==> config.mk <==
export PLATFORM = sky130hd
export DESIGN_NAME = noc_control_module_evt_arb
export DESIGN_NICKNAME = d
export VERILOG_FILES = /design/src/rtl/dii_package.sv /design/src/rtl/noc_control_module_evt_arb_skid.sv /design/src/rtl/noc_control_module_evt_arb.sv
export SDC_FILE = /design/constraint.sdc
export NUM_CORES = 1
export LEC_CHECK = 0
export ABC_AREA = 1
export CORE_ASPECT_RATIO = 1.75
export CORE_MARGIN = 3
export CORE_UTILIZATION = 50
export CTS_CLUSTER_SIZE = 40
export DETAILED_ROUTE_END_ITERATION = 8
export GPL_TIMING_DRIVEN = 0
export PLACE_DENSITY = 0.87
export SETUP_SLACK_MARGIN = 0.5
export SLEW_MARGIN = 20
export SYNTH_ARGS = -nofsm -noshare
export SYNTH_HDL_FRONTEND = slang
export SYNTH_SLANG_ARGS = --single-unit
==> constraint.sdc <==
create_clock -name clk -period 2.38 [get_ports clk]
set_clock_uncertainty 0.15 [all_clocks]
set_input_delay 0.476 -clock clk [delete_from_list [all_inputs] [get_ports clk]]
set_output_delay 0.476 -clock clk [all_outputs]
set_load 0.02 [all_outputs]
==> src/rtl/dii_package.sv <==
// Debug interconnect flit types shared by the NoC control module event path.
package dii_package;
  localparam int DII_DATA_W  = 16;
  localparam int DII_MAX_SRC = 8;

  typedef struct packed {
    logic                  valid;
    logic                  last;
    logic [DII_DATA_W-1:0] data;
  } dii_flit;

  // Source vector for up to DII_MAX_SRC merged streams.
  typedef dii_flit [DII_MAX_SRC-1:0] dii_flit_array_t;
endpackage

==> src/rtl/noc_control_module_evt_arb_skid.sv <==
// Two-entry registered valid/ready stage for dii_flit; the output is driven
// straight from the head register.
module dii_skid_buffer
  import dii_package::*;
(
  input  logic    clk,
  input  logic    rst,
  input  dii_flit in_flit,
  output logic    in_ready,
  output dii_flit out_flit,
  input  logic    out_ready
);
  logic [1:0]          cnt_q, cnt_d;
  logic [DII_DATA_W:0] head_q, head_d, tail_q, tail_d;
  logic [DII_DATA_W:0] push_ent;
  logic                push, pop;

  assign in_ready = (cnt_q != 2'd2);
  assign push     = in_flit.valid & in_ready;
  assign pop      = (cnt_q != 2'd0) & out_ready;
  assign push_ent = {in_flit.last, in_flit.data};

  always_comb begin
    head_d = head_q;
    tail_d = tail_q;
    cnt_d  = cnt_q;
    case ({push, pop})
      2'b10: begin
        if (cnt_q == 2'd0) head_d = push_ent;
        else               tail_d = push_ent;
        cnt_d = cnt_q + 2'd1;
      end
      2'b01: begin
        head_d = tail_q;
        cnt_d  = cnt_q - 2'd1;
      end
      2'b11: head_d = push_ent; // only reachable with exactly one entry held
      default: ;
    endcase
  end

  always_ff @(posedge clk) begin
    if (rst) begin
      cnt_q  <= 2'd0;
      head_q <= '0;
      tail_q <= '0;
    end else begin
      cnt_q  <= cnt_d;
      head_q <= head_d;
      tail_q <= tail_d;
    end
  end

  assign out_flit.valid = (cnt_q != 2'd0);
  assign out_flit.last  = head_q[DII_DATA_W];
  assign out_flit.data  = head_q[DII_DATA_W-1:0];
endmodule

==> src/rtl/noc_control_module_evt_arb.sv <==
// Packet-atomic round-robin merge of submodule debug-event streams onto one
// dii_flit output, with an oversize-packet monitor.
module noc_control_module_evt_arb
  import dii_package::*;
#(
  parameter  int NUM_SRC        = 2,
  parameter  int MAX_DI_PKT_LEN = 12,
  localparam int GW             = (NUM_SRC > 1) ? $clog2(NUM_SRC) : 1
) (
  input  logic                  clk,
  input  logic                  rst,
  input  dii_flit [NUM_SRC-1:0] in_flit,
  output logic    [NUM_SRC-1:0] in_ready,
  output dii_flit               out_flit,
  input  logic                  out_ready,
  output logic    [GW-1:0]      grant_id,
  output logic                  busy,
  output logic                  pkt_len_err
);
  localparam logic [0:0] ST_IDLE   = 1'b0;
  localparam logic [0:0] ST_LOCKED = 1'b1;

  logic [0:0]         state_q, state_d;
  logic [GW-1:0]      ptr_q, ptr_d, grant_q, grant_d;
  logic [7:0]         len_q, len_d;
  logic               err_q, err_d;
  logic [NUM_SRC-1:0] req;
  logic               hit;
  logic [GW-1:0]      hit_idx;
  logic [GW:0]        scan;
  dii_flit            gnt_flit, push_flit;
  logic               skid_ready, accept;

  always_comb begin
    req      = '0;
    gnt_flit = '0;
    for (int i = 0; i < NUM_SRC; i++) begin
      req[i] = in_flit[i].valid;
      if (grant_q == GW'(i)) gnt_flit = in_flit[i];
    end
  end

  // First requester at or after ptr, wrapping modulo NUM_SRC.
  always_comb begin
    hit     = 1'b0;
    hit_idx = '0;
    scan    = '0;
    for (int j = 0; j < NUM_SRC; j++) begin
      scan = {1'b0, ptr_q} + (GW+1)'(j);
      if (scan >= (GW+1)'(NUM_SRC)) scan = scan - (GW+1)'(NUM_SRC);
      for (int i = 0; i < NUM_SRC; i++) begin
        if (!hit && scan == (GW+1)'(i) && req[i]) begin
          hit     = 1'b1;
          hit_idx = GW'(i);
        end
      end
    end
  end

  always_comb begin
    in_ready = '0;
    for (int i = 0; i < NUM_SRC; i++)
      in_ready[i] = (state_q == ST_LOCKED) && (grant_q == GW'(i)) && skid_ready;
  end

  assign push_flit.valid = (state_q == ST_LOCKED) & gnt_flit.valid;
  assign push_flit.last  = gnt_flit.last;
  assign push_flit.data  = gnt_flit.data;
  assign accept          = push_flit.valid & skid_ready;

  always_comb begin
    state_d = state_q;
    ptr_d   = ptr_q;
    grant_d = grant_q;
    len_d   = len_q;
    err_d   = 1'b0;
    case (state_q)
      ST_IDLE: begin
        if (hit) begin
          grant_d = hit_idx;
          state_d = ST_LOCKED;
        end
      end
      default: begin
        if (accept) begin
          if (gnt_flit.last) begin
            len_d   = '0;
            ptr_d   = (grant_q == GW'(NUM_SRC-1)) ? '0 : grant_q + GW'(1);
            state_d = ST_IDLE;
          end else begin
            if (len_q != 8'hFF) len_d = len_q + 8'd1;
            // len_q flits already taken, so this is flit number len_q+1
            if (len_q == 8'(MAX_DI_PKT_LEN)) err_d = 1'b1;
          end
        end
      end
    endcase
  end

  always_ff @(posedge clk) begin
    if (rst) begin
      state_q <= ST_IDLE;
      ptr_q   <= '0;
      grant_q <= '0;
      len_q   <= '0;
      err_q   <= 1'b0;
    end else begin
      state_q <= state_d;
      ptr_q   <= ptr_d;
      grant_q <= grant_d;
      len_q   <= len_d;
      err_q   <= err_d;
    end
  end

  dii_skid_buffer u_skid (
    .clk      (clk),
    .rst      (rst),
    .in_flit  (push_flit),
    .in_ready (skid_ready),
    .out_flit (out_flit),
    .out_ready(out_ready)
  );

  assign grant_id    = grant_q;
  assign busy        = (state_q == ST_LOCKED);
  assign pkt_len_err = err_q;
endmodule
== Word level (Yosys, flattened, before mapping) ==
Cells that the tools add are included.

* Add/sub/neg operators: 7
* $lt $le $gt $ge: 2
* Equality and inequality tests: 9
* Mux-type cells: 21
* Bitwise operators: 7
* Reduce and logical (&&, ||, !) cells: 27

{| class="wikitable"
|+ Operators with widths
! kind !! number
|-
| case mux 17 bit (3 select lines) || 1
|-
| 2-to-1 mux 18 bit || 1
|-
| 2-to-1 mux 17 bit || 1
|-
| 2-to-1 mux 8 bit || 2
|-
| 2-to-1 mux 1 bit || 13
|-
| logical AND 1 bit || 11
|-
| adder 8 x 1 -> 8 bit (second input constant) || 1
|-
| == test 8 x 4 -> 1 bit (second input constant) || 1
|-
| != test 8 bit (second input constant) || 1
|-
| == test 2 x 1 -> 1 bit (second input constant) || 3
|-
| zero test 2 bit || 3
|-
| AND reduction 2 bit || 3
|-
| AND reduction 3 bit || 2
|-
| nonzero test 2 bit || 3
|-
| == test 2 bit (second input constant) || 2
|-
| 2-to-1 mux 2 bit || 2
|-
| NOT 1 bit || 4
|-
| case mux 2 bit (2 select lines) || 1
|-
| OR reduction 4 bit || 1
|-
| bitwise AND 1 bit || 3
|-
| zero test 1 bit || 3
|-
| nonzero test 3 bit || 1
|-
| adder 1 x 1 -> 2 bit (second input constant) || 1
|-
| adder 2 x 1 -> 2 bit (second input constant) || 1
|-
| 8 further kinds || 8
|}

* Register bits after elaboration: 48
* Output and inout port bits: 23
* Logic and storage cells: 81

== Logic depth before layout (Yosys ltp) ==
Gate-level depths: netlist of the first run.

* Word-level depth: 19
* Gate-level depth with buffers: 12
* Mapped depth without buffers: 10

== By module ==
From an unflattened synthesis of the first run, not the netlist that was laid out.

* Cells, all modules: 425
* Area total of the unflattened synthesis: 2,787.7 µm²

{| class="wikitable"
|+ By module, submodules not included
! module !! instances !! cells an instance !! area an instance (µm²) !! seq. area each (µm²)
|-
| dii_skid_buffer || 1 || 261 || 1,853.0 || 720.7
|-
| noc_control_module_evt_arb || 1 || 164 || 934.6 || 240.2
|}

== Worst setup path before layout of the first run ==
No wires, ideal clock.

* Path kind: register to register
* Start point: reg u_skid.cnt_q[1]
* End point: reg u_skid.head_q[6]
* Library setup time: 115 ps
* Arrival: 1,920 ps
* Setup slack: 195 ps
* Stages on the path, launching flop included: 12
* Buffers on the path: 3
* Period minus slack after synthesis: 2,185 ps
* Cells stage by stage: dfxtp_1 -> nor2_4 -> inv_1 -> nand2_2 -> buf_2 -> inv_1 -> ha_1 -> clkbuf_1 -> clkbuf_1 -> o21ai_0 -> a21oi_1 -> nor2_1

{| class="wikitable"
|+ RTL lines
! item !! line !! text
|-
| start, declared || noc_control_module_evt_arb_skid.sv:13 || <nowiki>logic [1:0] cnt_q, cnt_d;</nowiki>
|-
| start signal, assigned || noc_control_module_evt_arb_skid.sv:48 || <nowiki>cnt_q <= cnt_d;</nowiki>
|-
| end signal, assigned || noc_control_module_evt_arb_skid.sv:45 || <nowiki>head_q <= '0;</nowiki>
|-
| end signal, assigned || noc_control_module_evt_arb_skid.sv:49 || <nowiki>head_q <= head_d;</nowiki>
|-
| end, declared || noc_control_module_evt_arb_skid.sv:14 || <nowiki>logic [DII_DATA_W:0] head_q, head_d, tail_q, tail_d;</nowiki>
|}

== Final worst setup path of the first run ==
* Start point: reg state_q (netlist: busy)
* End point: reg u_skid.tail_q[4]

* Word-level cells in the longest chain between the ends: 4

{| class="wikitable"
|+ Ends and longest elaborated chain
! item !! line !! text
|-
| start, declared || noc_control_module_evt_arb.sv:23 || <nowiki>logic [0:0] state_q, state_d;</nowiki>
|-
| start signal, assigned || noc_control_module_evt_arb.sv:108 || <nowiki>state_q <= state_d;</nowiki>
|-
| bitwise AND 1 bit || noc_control_module_evt_arb.sv:66 || <nowiki>assign push_flit.valid = (state_q == ST_LOCKED) & gnt_flit.valid;</nowiki>
|-
| bitwise AND 1 bit || noc_control_module_evt_arb_skid.sv:19 || <nowiki>assign push = in_flit.valid & in_ready;</nowiki>
|-
| == test 2 bit || noc_control_module_evt_arb_skid.sv:27 || <nowiki>case ({push, pop})</nowiki>
|-
| AND reduction 2 bit (no line) || n/a ||
|-
| end signal, assigned || noc_control_module_evt_arb_skid.sv:50 || <nowiki>tail_q <= tail_d;</nowiki>
|-
| end, declared || noc_control_module_evt_arb_skid.sv:14 ||
|}

Every way passes these cells.
A chain may end at the register's enable or synchronous reset.

==> flow_summary.json, run 1 <==
{
  "status": "completed",
  "cp-end-kind": "flop",
  "syn_area_per_cell_um2": 6.594,
  "worst_slack_ns": 0.4218,
  "synth_area_leaders": "dfxtp_1 37%, nand2_1 11%, nor2_1 8.0%",
  "cp.arrival_ns": 2.00,
  "tritoncts": "done",
  "clk_pin_slew_ns": 0.10,
  "cellPowerDensity_nw_per_um2": 694.9,
  "instances_no_fill": 538,
  "fmax_mhz": 510.7,
  "regToRegStartpoint": "busy$_SDFF_PP0_",
  "clkLatencyLatePin_ns": 0.30,
  "cts.sink_count": 48,
  "dp_slack_ns": -0.2273,
  "power_leakage_nw": 1.864,
  "yosys.area_share.simple_pct": 30.52,
  "crit_type": "reg -> reg",
  "ys_async_sr_fraction_pct": 0,
  "fillCellCount": 353,
  "dp_hpwl_um": 5164,
  "synth_compound_area_share_pct": 17.44,
  "yosys.area.top_type": "dfxtp_1",
  "placementRows": 34,
  "netlist_top_cells_count": "79 x nand2_1, 56 x nor2_1, 51 x inv_1",
  "hold_start": "ptr_q$_SDFFE_PP0P_",
  "synth.most_common_cell": "nand2_1",
  "worst-path-max-fanout": 6,
  "slew_viol_final": 0,
  "layout-drive-gt1-share_pct": 18.18,
  "synth_fa_ha_area_share_pct": 1.917,
  "first_iter_violations": 132,
  "worstPathRequired_ns": 2.42,
  "die_h_um": 101.6,
  "yosys_most_used_dff": "dfxtp_1",
  "post-place-cells": 511,
  "vias": 2880,
  "hold_buffers": 0,
  "h-tree-depth": 2,
  "cts_root_buf": "clkbuf_8",
  "ys_seq_area_share_pct": 36.80,
  "setup_viol": 0,
  "syn_nets": 439,
  "area_growth_syn_to_layout_pct": 45.33,
  "cp-start-kind": "flop",
  "num_antenna_cells": 0,
  "synthXorXnorAreaFrac_pct": 0.3354,
  "viasPerCell": 5.353,
  "synth_seq_cells": 48,
  "pin_count": 62,
  "ys_types": 24,
  "clk_path_buf_depth": 2,
  "avgRoutedWirePerCell_um": 14.16,
  "min_period_ns": 1.958,
  "grt_pass1_wl_um": 11410,
  "netlist_area_um2": 2611,
  "hold_viol_final": 0,
  "period_share_pct": 82.28,
  "grtUsageTotal_pct": 23.88,
  "globalplace.congestion": 0.9050,
  "drc": 0,
  "dieArea_um2": 6160,
  "whs_ns": 0.3319,
  "synth_top_area_share_pct": 36.80,
  "cap_violations": 0,
  "worstSetupStartpoint": "busy$_SDFF_PP0_",
  "grt_max_degree": 16,
  "grt_pass1_vias": 2686,
  "fin_nets": 526,
  "synth_top_family_by_area": "simple AND/OR/NAND/NOR gates",
  "ant_nets": 0,
  "first_pass_iters": 5,
  "syn_inst": 396,
  "cts_buffers": 5,
  "die_width_um": 60.63,
  "grt_setup_unrepaired": "true",
  "hp-class": "reg -> reg",
  "slew-limit-headroom_pct": 60.38,
  "setup-tns-final_ns": 0,
  "grt_overflow_total": 0,
  "irDropWorstVdd_uv": 662.5,
  "core_area_um2": 5020,
  "io_buffer_count": 61,
  "wl_um": 7620,
  "antenna_found_initial": 0,
  "initial_core_util_pct": 52.02,
  "worst_pin_slew_ns": 0.5943,
  "yosysWarningCount": 0,
  "muxShareOfSynthArea_pct": 0,
  "post-route-util_pct": 75.60,
  "synth_edf_count": 0
}
area by class of cell:
| class | instances | area (um^2) | area share [%] |
|---|---|---|---|
| inverter | 56 | 215.2 | 5.671 |
| clock inverter | 2 | 38.79 | 1.022 |
| multi-input combinational | 269 | 1415 | 37.29 |
| clock buffer | 6 | 82.58 | 2.176 |
| buffer | 23 | 219.0 | 5.770 |
| tap | 54 | 67.56 | 1.780 |
| timing repair buffer | 80 | 780.7 | 20.57 |
| sequential | 48 | 975.9 | 25.72 |
critical path, stage by stage (launching register included):
cell      delay [ns]
dfxtp_4         0.36
inv_2           0.06
nor2_4          0.12
nand3_2         0.11
nand2_4         0.09
buf_8           0.11
ha_4            0.12
inv_2           0.04
nor2_4          0.21
buf_6           0.15
nor2_1          0.06
a211oi_1        0.27
metrics by stage:
stage | total power, W | area [um^2]
finish | 0.002637 | 3795
global route | 0.002769 | 3795
CTS | 0.002538 | 3560
detailed placement | 0.001899 | 3343
global placement | 0.001875 | 3343
floorplan | 0.001569 | 2665
where the power goes:
| group | internal [W] | total, W | leakage, nW | switching (W) |
|---|---|---|---|---|
| clock network | 0.000344 | 0.000631 | 0.0614 | 0.000287 |
| registers | 0.000913 | 0.000976 | 0.395 | 0.0000625 |
| logic | 0.000471 | 0.00103 | 1.41 | 0.000559 |
path summary, 6_finish.rpt:
kind                                         to  cells after the start  slack (ns)
hold reg to reg              ptr_q$_SDFFE_PP0P_                      2        0.33
setup reg to reg  u_skid.tail_q[4]$_SDFFE_PP0P_                     11        0.42
hold / removal               ptr_q$_SDFFE_PP0P_                      2        0.33
setup / recovery  u_skid.tail_q[4]$_SDFFE_PP0P_                     11        0.42
sequential cells by signal, summed over array words and instances, names as in the netlist:
signal,cells
busy,1
grant_id,1
len_q,8
pkt_len_err,1
ptr_q,1
u_skid.cnt_q,2
u_skid.head_q,17
u_skid.tail_q,17
routing by layer:
layer	routed length (um)	up-vias	global-route usage (%)
met2	4273	116	44.85
met3	420	31	3.571
met5	0	-	0
met1	2664	1296	24.88
met4	262	0	10.35
li1	-	1437	-
what timing repair did:
item	in CTS	in global routing
pin swaps	5	13
hold endpoints to repair	0	0
endpoints found under the setup margin	45	48
cloned	2	0
buffers inserted	6	11
gates resized for setup	41	49
cells by family after synthesis:
group | after synthesis
flops | 48
simple gates | 182
xor+xnor | 1
compound gates | 82
buf+inv | 79
fa+ha+maj | 4
layout by cell type (no fill, tap or decap), drive strengths merged:
master / Yosys / layout
clkinv: 1 / 2
buf: 15 / 40
a211oi: 18 / 18
a21oi: 23 / 23
dlygate4sd2: 0 / 9
dlymetal6s2s: 0 / 12
bufinv: 0 / 1
dfxtp: 48 / 48
inv: 55 / 55
clkdlybuf4s15: 0 / 1
nor3: 6 / 6
and3: 1 / 1
clkbuf: 8 / 10
nand3: 33 / 33
clkdlybuf4s50: 0 / 37
o21ai: 41 / 41
ha: 4 / 4
nor2: 58 / 58
nand2: 84 / 84
xnor2: 1 / 1
Power figures use the tool's default switching activity.
==> run 2: changes to the inputs <==
--- a/config.mk
+++ b/config.mk
@@ -8,11 +8,11 @@
 export ABC_AREA = 1
 export CORE_ASPECT_RATIO = 1.75
 export CORE_MARGIN = 3
-export CORE_UTILIZATION = 50
+export CORE_UTILIZATION = 45
 export CTS_CLUSTER_SIZE = 40
 export DETAILED_ROUTE_END_ITERATION = 8
 export GPL_TIMING_DRIVEN = 0
-export PLACE_DENSITY = 0.87
+export PLACE_DENSITY = 0.83
 export SETUP_SLACK_MARGIN = 0.5
 export SLEW_MARGIN = 20
 export SYNTH_ARGS = -nofsm -noshare
==> constraint.sdc (replaced) <==
create_clock -name clk -period 1.8 [get_ports clk]
set_clock_uncertainty 0.15 [all_clocks]
set_input_delay 0.36 -clock clk [delete_from_list [all_inputs] [get_ports clk]]
set_output_delay 0.36 -clock clk [all_outputs]
set_load 0.02 [all_outputs]
==> flow_summary.json, run 2 (same netlist as run 1, synthesis figures left out) <==
{
  "worst_slack_ns": -0.1368,
  "power.share.sequential_pct": 34.9,
  "grt_pass1_vias": 2943,
  "fillCellCount": 367,
  "clk_pin_slew_ns": 0.09,
  "reg2regPathDepth": 10,
  "status": "complete, but fails checks",
  "area_growth_syn_to_layout_pct": 65.17,
  "die_h_um": 106.8,
  "vias": 3158,
  "mostFrequentLayoutCells": "60 x nand2_1, 47 x nor2_1, 44 x inv_1",
  "cp-end-kind": "flop",
  "first_iter_violations": 253,
  "post-route-util_pct": 77.22,
  "whs_ns": 0.3545,
  "tritoncts": "done",
  "cellPowerDensity_nw_per_um2": 899.3,
  "violations": "setup timing",
  "hp-class": "reg -> reg",
  "h-tree-depth": 2,
  "dieArea_um2": 6789,
  "grt_setup_unrepaired": "true",
  "comb_power_share_pct": 43.9,
  "hold_viol_final": 0,
  "worstPathRequired_ns": 1.85,
  "num_antenna_cells": 0,
  "grtUsageTotal_pct": 25.41,
  "final-seq-area_um2": 998.5,
  "clk_path_buf_depth": 2,
  "fin_nets": 535,
  "fmax_mhz": 516.3,
  "avgRoutedWirePerCell_um": 16.81,
  "worst-path-max-fanout": 7,
  "cp.arrival_ns": 1.99,
  "globalplace.congestion": 0.8932,
  "slew-limit-headroom_pct": 53.39,
  "cts_buffers": 5,
  "initial_core_util_pct": 46.75,
  "top_regs": "u_skid.head_q: 17 flops, u_skid.tail_q: 17 flops, len_q: 8 flops",
  "irDropWorstVdd_uv": 538.6,
  "grt_pass1_wl_um": 13630,
  "cts.sink_count": 48,
  "placementRows": 36,
  "grt_max_degree": 17,
  "cp-start-kind": "flop",
  "pin_count": 62,
  "final_common_cell": "nand2_1",
  "power_leakage_nw": 1.881,
  "ant_nets": 0,
  "netSwitchingFraction_pct": 36.69,
  "cts_root_buf": "clkbuf_8",
  "layout-drive-gt1-share_pct": 40.77,
  "whs_path_depth": 2,
  "grt_overflow_total": 0,
  "antenna_found_initial": 0,
  "crit_type": "reg -> reg",
  "worst_pin_slew_ns": 0.6991,
  "period_share_pct": 107.6,
  "drc": 0,
  "clkPwrFrac_pct": 21.2,
  "dp_hpwl_um": 5268,
  "die_width_um": 63.59,
  "slew_viol_final": 0,
  "viasPerCell": 5.550,
  "core_area_um2": 5585,
  "intPower_w": 0.002455,
  "setup_viol": 27,
  "first_pass_iters": 5,
  "cap_violations": 0,
  "wl_um": 9563,
  "clkLatencyLatePin_ns": 0.31,
  "power_switching_w": 0.001423,
  "multi_input_area_um2": 1743,
  "min_period_ns": 1.937,
  "io_buffer_count": 61
}
[run 2: changes by cell type in the layout (fill, tap and decap cells not counted), sizes merged]
cell	delta
buf	+25
dlymetal6s2s	-12
dlygate4sd2	-6
clkbuf	+3
clkdlybuf4s50	-2
clkdlybuf4s15	-1
clkinv	-1
clkinvlp	+1
inv	+1
nand2	+1
[run 2: worst paths after layout]
kind / start / to / slack, ns
hold / removal: ptr_q$_SDFFE_PP0P_ / ptr_q$_SDFFE_PP0P_ / 0.35
setup / recovery: u_skid.cnt_q[0]$_SDFFE_PP0P_ / u_skid.cnt_q[1]$_SDFFE_PP0P_ / -0.14
setup reg to reg: u_skid.cnt_q[0]$_SDFFE_PP0P_ / u_skid.cnt_q[1]$_SDFFE_PP0P_ / -0.14
hold reg to reg: ptr_q$_SDFFE_PP0P_ / ptr_q$_SDFFE_PP0P_ / 0.35
[run 2: worst max-delay path, stage by stage (launching register included)]
cell       delay, ns
dfxtp_4         0.38
inv_4           0.09
nand2_8         0.07
buf_4           0.15
nand3_4         0.09
ha_4            0.15
clkbuf_16       0.16
nor2_1          0.05
nor2_1          0.23
and3_1          0.25
nor3_2          0.05
[run 2: metrics by stage]
stage / total power, W / setup TNS, ns / setup WS, ns / cells / instance area (um^2)
2_1_floorplan: 0.002129 / -0.6288 / -0.04622 / 396 / 2786
3_3_place_gp: 0.002534 / -18.00 / -0.5485 / 533 / 3492
3_5_place_dp: 0.002561 / -18.58 / -0.5600 / 533 / 3492
4_1_cts: 0.003587 / 0 / 0.007188 / 562 / 4015
5_1_grt: 0.004054 / -2.910 / -0.1677 / 569 / 4313
6_report: 0.003878 / -0.9013 / -0.1368 / 569 / 4313
[run 2: layout make-up]
| class | count | share of cell area (%) |
|---|---|---|
| Timing Repair Buffer | 88 | 20.13 |
| Clock inverter | 3 | 1.073 |
| Multi-Input combinational cell | 270 | 40.41 |
| Clock buffer | 5 | 1.596 |
| Sequential cell | 48 | 23.15 |
| Inverter | 56 | 5.193 |
| Buffer | 23 | 6.237 |
| Tap cell | 76 | 2.205 |
[run 2: power by group through the flow]
stage                     sequential (W)  combinational (W)  clock [W]
final                            0.00135            0.00170   0.000822
after CTS                        0.00132            0.00145   0.000817
after global routing             0.00137            0.00182   0.000865
after global placement           0.00131            0.00122          0
after detailed placement         0.00132            0.00124          0
after floorplan                  0.00142           0.000706          0
[run 2: routing by layer]
layer	vias up	wire length, um	global-route usage (%)
met5	-	0	0
met1	1491	3183	24.09
li1	1467	-	-
met2	148	5409	51.08
met4	0	528	13.29
met3	52	442	2.935
[run 2: timing repair]
action | 4_1_cts | 5_1_grt
pin swaps | 23 | 24
gates resized for setup | 189 | 79
cloned | 7 | 0
hold buffers | 0 | 0
buffers inserted | 14 | 7
endpoints found under the setup margin | 71 | 69
